==> src/rtl/path_replayer.sv <==
// Replays a stored maze route from (0,0): fetches one 2-bit move per step,
// bound-checks it, looks up the wall bit, and commits or flags an error.
module path_replayer #(
  parameter int N_BITS   = 4,
  parameter int CNT_BITS = 8
) (
  input  logic                  CLK,
  input  logic                  RST,
  input  logic                  start,
  output logic                  list_en_read,
  input  logic [1:0]            move_in,
  input  logic                  list_done,
  output logic                  maze_rd,
  output logic [2*N_BITS-1:0]   maze_addr,
  input  logic                  maze_data,
  output logic [N_BITS-1:0]     cur_x,
  output logic [N_BITS-1:0]     cur_y,
  output logic [CNT_BITS-1:0]   step_count,
  output logic                  busy,
  output logic                  done,
  output logic                  path_ok,
  output logic                  err_bound,
  output logic                  err_wall
);

  typedef enum logic [2:0] {
    S_IDLE, S_REQ, S_WAIT, S_MEM, S_DONE, S_ERR
  } state_t;

  localparam logic [N_BITS-1:0]   POS_MAX = '1;
  localparam logic [N_BITS-1:0]   POS_ONE = {{(N_BITS-1){1'b0}}, 1'b1};
  localparam logic [CNT_BITS-1:0] CNT_MAX = '1;
  localparam logic [CNT_BITS-1:0] CNT_ONE = {{(CNT_BITS-1){1'b0}}, 1'b1};

  state_t state_reg, state_next;
  logic              at_bound;
  logic [N_BITS-1:0] step_x, step_y;
  logic              restart;

  // Bound check is decided from the current position, never from a wrapped sum.
  always_comb begin
    at_bound = 1'b0;
    step_x   = cur_x;
    step_y   = cur_y;
    case (move_in)
      2'b00: begin at_bound = (cur_x == POS_MAX); step_x = cur_x + POS_ONE; end
      2'b01: begin at_bound = (cur_y == POS_MAX); step_y = cur_y + POS_ONE; end
      2'b10: begin at_bound = (cur_x == '0);      step_x = cur_x - POS_ONE; end
      default: begin at_bound = (cur_y == '0);    step_y = cur_y - POS_ONE; end
    endcase
  end

  assign restart = start && (state_reg == S_IDLE || state_reg == S_DONE || state_reg == S_ERR);

  always_ff @(posedge CLK or posedge RST) begin
    if (RST) state_reg <= S_IDLE;
    else     state_reg <= state_next;
  end

  always_comb begin
    state_next = state_reg;
    case (state_reg)
      S_IDLE, S_DONE, S_ERR: if (start) state_next = S_REQ;
      S_REQ:  state_next = S_WAIT;
      S_WAIT: begin
        if (list_done)     state_next = S_DONE;
        else if (at_bound) state_next = S_ERR;
        else               state_next = S_MEM;
      end
      S_MEM:  state_next = maze_data ? S_ERR : S_REQ;
      default: state_next = S_IDLE;
    endcase
  end

  always_comb begin
    busy = (state_reg == S_REQ) || (state_reg == S_WAIT) || (state_reg == S_MEM);
    done = (state_reg == S_DONE);
  end

  // maze_addr doubles as the pending next position between WAIT and MEM.
  always_ff @(posedge CLK or posedge RST) begin
    if (RST) begin
      list_en_read <= 1'b0;
      maze_rd      <= 1'b0;
      maze_addr    <= '0;
      cur_x        <= '0;
      cur_y        <= '0;
      step_count   <= '0;
      path_ok      <= 1'b0;
      err_bound    <= 1'b0;
      err_wall     <= 1'b0;
    end else begin
      list_en_read <= (state_next == S_REQ);
      maze_rd      <= 1'b0;
      if (restart) begin
        cur_x      <= '0;
        cur_y      <= '0;
        step_count <= '0;
        path_ok    <= 1'b0;
        err_bound  <= 1'b0;
        err_wall   <= 1'b0;
      end
      case (state_reg)
        S_WAIT: begin
          if (list_done) begin
            path_ok <= (cur_x == POS_MAX) && (cur_y == POS_MAX);
          end else if (at_bound) begin
            err_bound <= 1'b1;
          end else begin
            maze_rd   <= 1'b1;
            maze_addr <= {step_y, step_x};
          end
        end
        S_MEM: begin
          if (maze_data) begin
            err_wall <= 1'b1;
          end else begin
            cur_x <= maze_addr[N_BITS-1:0];
            cur_y <= maze_addr[2*N_BITS-1:N_BITS];
            if (step_count != CNT_MAX) step_count <= step_count + CNT_ONE;
          end
        end
        default: ;
      endcase
    end
  end

endmodule
==> config.mk <==
export PLATFORM = sky130hd
export DESIGN_NAME = path_replayer
export DESIGN_NICKNAME = d
export VERILOG_FILES = /design/src/rtl/path_replayer.sv
export SDC_FILE = /design/constraint.sdc
export NUM_CORES = 1
export LEC_CHECK = 0
export ABC_AREA = 1
export CORE_UTILIZATION = 40
export CTS_CLUSTER_DIAMETER = 200
export CTS_CLUSTER_SIZE = 10
export DETAILED_ROUTE_END_ITERATION = 12
export HOLD_SLACK_MARGIN = 0.08
export PLACE_DENSITY_LB_ADDON = 0.2
export SLEW_MARGIN = 0
export SYNTH_ARGS = -nofsm -noshare
export SYNTH_HDL_FRONTEND = slang
export SYNTH_SLANG_ARGS = --single-unit
==> constraint.sdc <==
create_clock -name CLK -period 2.75 [get_ports CLK]
set_input_delay 0.55 -clock CLK [delete_from_list [all_inputs] [get_ports CLK]]
set_output_delay 0.55 -clock CLK [all_outputs]
set_load 0.02 [all_outputs]
======== Word level (Yosys, flattened, before mapping) ========
Cells that the tools add are included.
Widths: inputs -> output; s select.
storage, ports and cells
  latch bits .............................. 0
  memory bits (writable) .................. 0
  logic and storage cells ................. 72
  bits in read-only memories .............. 0
  memories kept ........................... 0
  bits in registers ....................... 32
operators by class
  mux-type cells .......................... 31
  equality and inequality tests ........... 11
  divide/modulo/power cells ............... 0
  shift-type cells ........................ 0
  order comparisons ....................... 0
  add/subtract/negate cells ............... 5
  bitwise logic cells ..................... 2
  multiply operators ...................... 0
  reduce and logical (&&, ||, !) cells .... 13
operators with widths
  kind                 count
  $mux 8               4
  $mux 4               6
  $pmux 4 s2           2
  $mux 1               13
  $mux 3               4
  $pmux 3 s4           1
  $add 4x1->4 const B  2
  $add 8x1->8 const B  1
  $eq 4x4->1 const B   2
  $logic_not 4->1      2
  $ne 8x8->1 const B   1
  $sub 4x1->4 const B  2
  $eq 3x1->1 const B   2
  $eq 3x2->1 const B   2
  $eq 3x3->1 const B   2
  $logic_or 1x1->1     4
  $logic_not 3->1      1
  $pmux 1 s3           1
  $reduce_and 3->1     1
  $reduce_or 3->1      1
  $eq 2x1->1 const B   1
  $eq 2x2->1 const B   1
  $logic_and 1x1->1    2
  $logic_not 2->1      1
  2 further kinds      3

======== Depth between registers and ports, before layout ========
  word-level depth ........................ 8
  depth in mapped cells ................... 12

======== Worst setup path after synthesis ========
No wires, ideal clock.
  path type ............................... input-to-reg
  start point ............................. input move_in[1]
  end point ............................... register maze_addr[7]
  stages on the path ...................... 12
  library setup time ...................... 0.116 ns
  path slack .............................. 1.150 ns
  data arrival time ....................... 1.484 ns
  buffers on the path ..................... 0
  cell sequence ........................... inv_2 nand2_2 ha_1 nand3_1 nand3_1 inv_1 nand2_1 nand2_1 nand2_1 nand2_1 nand2_1 nand2_1
on the way
  cells in the longest elaborated chain, start to end .. 4
  elaborated cells on any way between the ends .. 8
  classes of those cells .................. eq/ne: 2; mux: 2; bitwise: 1; reduce/logical: 3
ends and longest elaborated chain
  element                             RTL line  text
  start, declared                     11        input logic [1:0] move_in,
  $eq 2x2->1 (tied with other cells)  45        case (move_in)
  $pmux 1 s3                          45
  $not 1->1 (no source line)          -
  $reduce_and 3->1 (no source line)   -
  end signal, assigned                111       maze_addr <= {step_y, step_x};
  end, declared                       14        output logic [2*N_BITS-1:0] maze_addr,
Several ways; a longest one is shown, not always the timed one.
A chain may end at the register's enable or synchronous reset.

======== Worst setup path in the final report ========
  start point ............................. input move_in[0]
  end point ............................... register maze_addr[6]
The elaborated chain is that of the path after synthesis.

==> impl_metrics.py <==
metrics = {
    "power_and_ir_drop": {
        "ir_drop_mv": 0.524,
        "p_leak_nw": 1.17,
        "p_per_area_nw_per_um2": 807,
    },
    "critical_path": {
        "end_kind": "flop",
        "cp.required_ns": 2.92,
        "worstSetupPathType": "input port to flop",
        "cp_max_fo": 10,
        "arrival_ns": 2.32,
        "cp-start-kind": "input port",
    },
    "cts": {
        "clk_pin_slew_worst_paths_ns": 0.06,
        "ctsResizeCount": 0,
        "post_cts_buffers": 0,
        "clk_latency_ns": 0.28,
        "htree_levels": 2,
        "cts_root_buffer": "clkbuf_8",
        "ctsHoldBuffers": 0,
        "cts-buffers-inserted": 5,
        "cts.path.max_buffers": 2,
        "clock_sinks": 32,
        "tritoncts": "built",
    },
    "sta": {
        "slew_violations": 0,
        "rsz0062_at_grt": "false",
        "max-slew-margin-rel_pct": 72.6,
        "finalCritPeriodShare_pct": 78.2,
        "fmax_ghz": 0.465,
        "fin_tns_setup_ns": 0,
        "fin_crit_ns": 2.15,
        "hold_viol": 0,
        "skew_ns": 0.00652,
        "setup_viol": 0,
        "tightest_slew_ns": 0.410,
    },
    "synth": {
        "synthMostInstantiatedCell": "nand2_1",
        "synthTopCellsByArea": "dfrtp_1 42%, nand2_1 16%, inv_1 4.9%, nand3_1 4.7%, ha_1 3.3%",
        "synth_area_per_cell_um2": 7.87,
        "synth-edff-count": 0,
        "synth_common_cells": "82 x nand2_1, 32 x dfrtp_1, 25 x inv_1",
        "syn-num-nets": 256,
        "async_reset_ff_share_pct": 100,
        "synth-seq-cells": 32,
        "synth_cells": 242,
        "synth_flop_cell": "dfrtp_1",
        "synth_area_leader_cell": "dfrtp_1",
        "ys_seq_area_share_pct": 42.0,
        "synth.distinct_cells": 33,
        "yosysTopAreaCellShare_pct": 42.0,
        "synth_area_um2": 1900,
        "yosys_warnings": 0,
    },
    "drt": {
        "dr_total_vias": 1648,
        "firstDrtPassIters": 8,
        "viasPerCell": 4.88,
        "finalWirelength_um": 4170,
        "remaining_drc_errors": 2,
        "ant_nets": 0,
        "initialDrtViolationCount": 82,
        "avgRoutedWirePerCell_um": 12.3,
    },
    "hold_path": {
        "min_path_type": "flop to flop",
    },
    "global_route": {
        "grtUsageMet1_pct": 24.8,
        "use_met3_pct": 4.70,
        "grt_max_degree": 33,
        "met2_usage_pct": 29.2,
        "grt_pass1_wl_um": 7130,
        "antenna_found_initial": 0,
        "first_global_vias": 1558,
        "grt.total_usage_pct": 18.4,
        "gr-max-usage-layer": "met2",
        "grt-ovfl-total": 0,
    },
    "layout": {
        "num_antenna_cells": 0,
        "fillCellCount": 438,
        "syn_to_final_growth_pct": 26.8,
        "largest_registers": "maze_addr x8, step_count x8",
        "layout.nets": 300,
        "post-route-util_pct": 54.0,
        "drive_gt1_share_pct": 12.6,
    },
    "run": {
        "maxCapViolations": 0,
    },
    "die": {
        "fp.dieH_um": 71,
        "dieArea_um2": 5040,
        "rows": 24,
        "start_util_pct": 42.6,
        "core_area_um2": 4470,
        "fp.dieW_um": 71,
        "ios": 38,
    },
    "status": {
        "violations": "design-rule violations",
        "status": "finished with violations",
    },
    "placement": {
        "port_buffers": 37,
        "dp_hpwl_um": 3130,
        "routabilityCongestion": 0.852,
    },
}
[cell usage in the layout, fill, tap and decap left out, types with 4 or more instances in the layout]
master and n:
inv_2 7, o21ai_0 8, o31ai_1 6, clkbuf_8 5, nand3_1 18, o21ai_2 4, buf_4 5, dfrtp_1 32
nor2_1 12, inv_1 25, ha_1 5, nand2_1 82, clkdlybuf4s50_1 37, o21ai_1 4
[worst paths after layout]
path	to	slack, ns	from	cells past startpoint
worst max-delay path	maze_addr[6]$_DFFE_PP0P_	0.60	move_in[0]	7
worst min-delay path	err_wall$_DFF_PP0_	0.47	err_wall$_DFF_PP0_	2
worst max register to register	step_count[2]$_DFF_PP0_	1.18	step_count[0]$_DFF_PP0_	9
worst min register to register	err_wall$_DFF_PP0_	0.47	err_wall$_DFF_PP0_	2
max in group asynchronous	maze_addr[1]$_DFFE_PP0P_	1.79	RST	3
min in group asynchronous	step_count[0]$_DFF_PP0_	0.65	RST	3
[final cells by class]
cell class | count | area [um2] | share of cell area (%)
multi-input combinational | 173 | 943 | 39.1
inverter | 32 | 120 | 4.97
sequential | 32 | 801 | 33.2
tap | 52 | 65.1 | 2.69
clock inverter | 1 | 5.00 | 0.207
clock buffer | 6 | 72.6 | 3.01
timing repair buffer | 42 | 408 | 16.9
[cell families after synthesis]
kind of cell / Yosys count / synth area share (%)
DFF: 32 / 42.1
muxes: 1 / 0.526
buffers and inverters: 37 / 8.41
and+or+nand+nor: 133 / 32.6
adders and majority gates: 7 / 5.39
AOI/OAI and AO/OA: 29 / 9.66
xor gates and xnor gates: 3 / 1.38
[power breakdown]
part / internal [W] / switching (W) / total, W
registers: 0.000595 / 0.000138 / 0.000733
clock network: 0.000172 / 0.000160 / 0.000332
logic: 0.000382 / 0.000501 / 0.000883
[worst max-delay path: stages]
cell             delay [ns]
clkdlybuf4s50_1        0.71
nand2_2                0.17
fa_1                   0.41
o21ai_0                0.20
o21ai_0                0.14
nand2_1                0.09
nand2_1                0.05
[per-layer routing]
| layer | vias up | part of all wire, % |
|---|---|---|
| li1 | 866 | - |
| met1 | 745 | 49 |
| met2 | 33 | 46 |
| met3 | 4 | 3.8 |
| met4 | 0 | 0.96 |
| met5 | - | 0 |
[metrics by stage]
step | hold WS [ns] | area, um2 | total power [W] | cells | setup slack (ns)
4_1_cts | 0.474 | 2410 | 0.00197 | 338 | 0.607
3_3_place_gp | 0.456 | 2340 | 0.00162 | 331 | 0.343
5_1_grt | 0.496 | 2410 | 0.00208 | 338 | 0.438
6_report | 0.468 | 2410 | 0.00195 | 338 | 0.600
3_5_place_dp | 0.457 | 2340 | 0.00163 | 331 | 0.305
2_1_floorplan | 0.575 | 1900 | 0.00127 | 242 | 1.15
No activity file was read; power rests on OpenSTA's default activity.
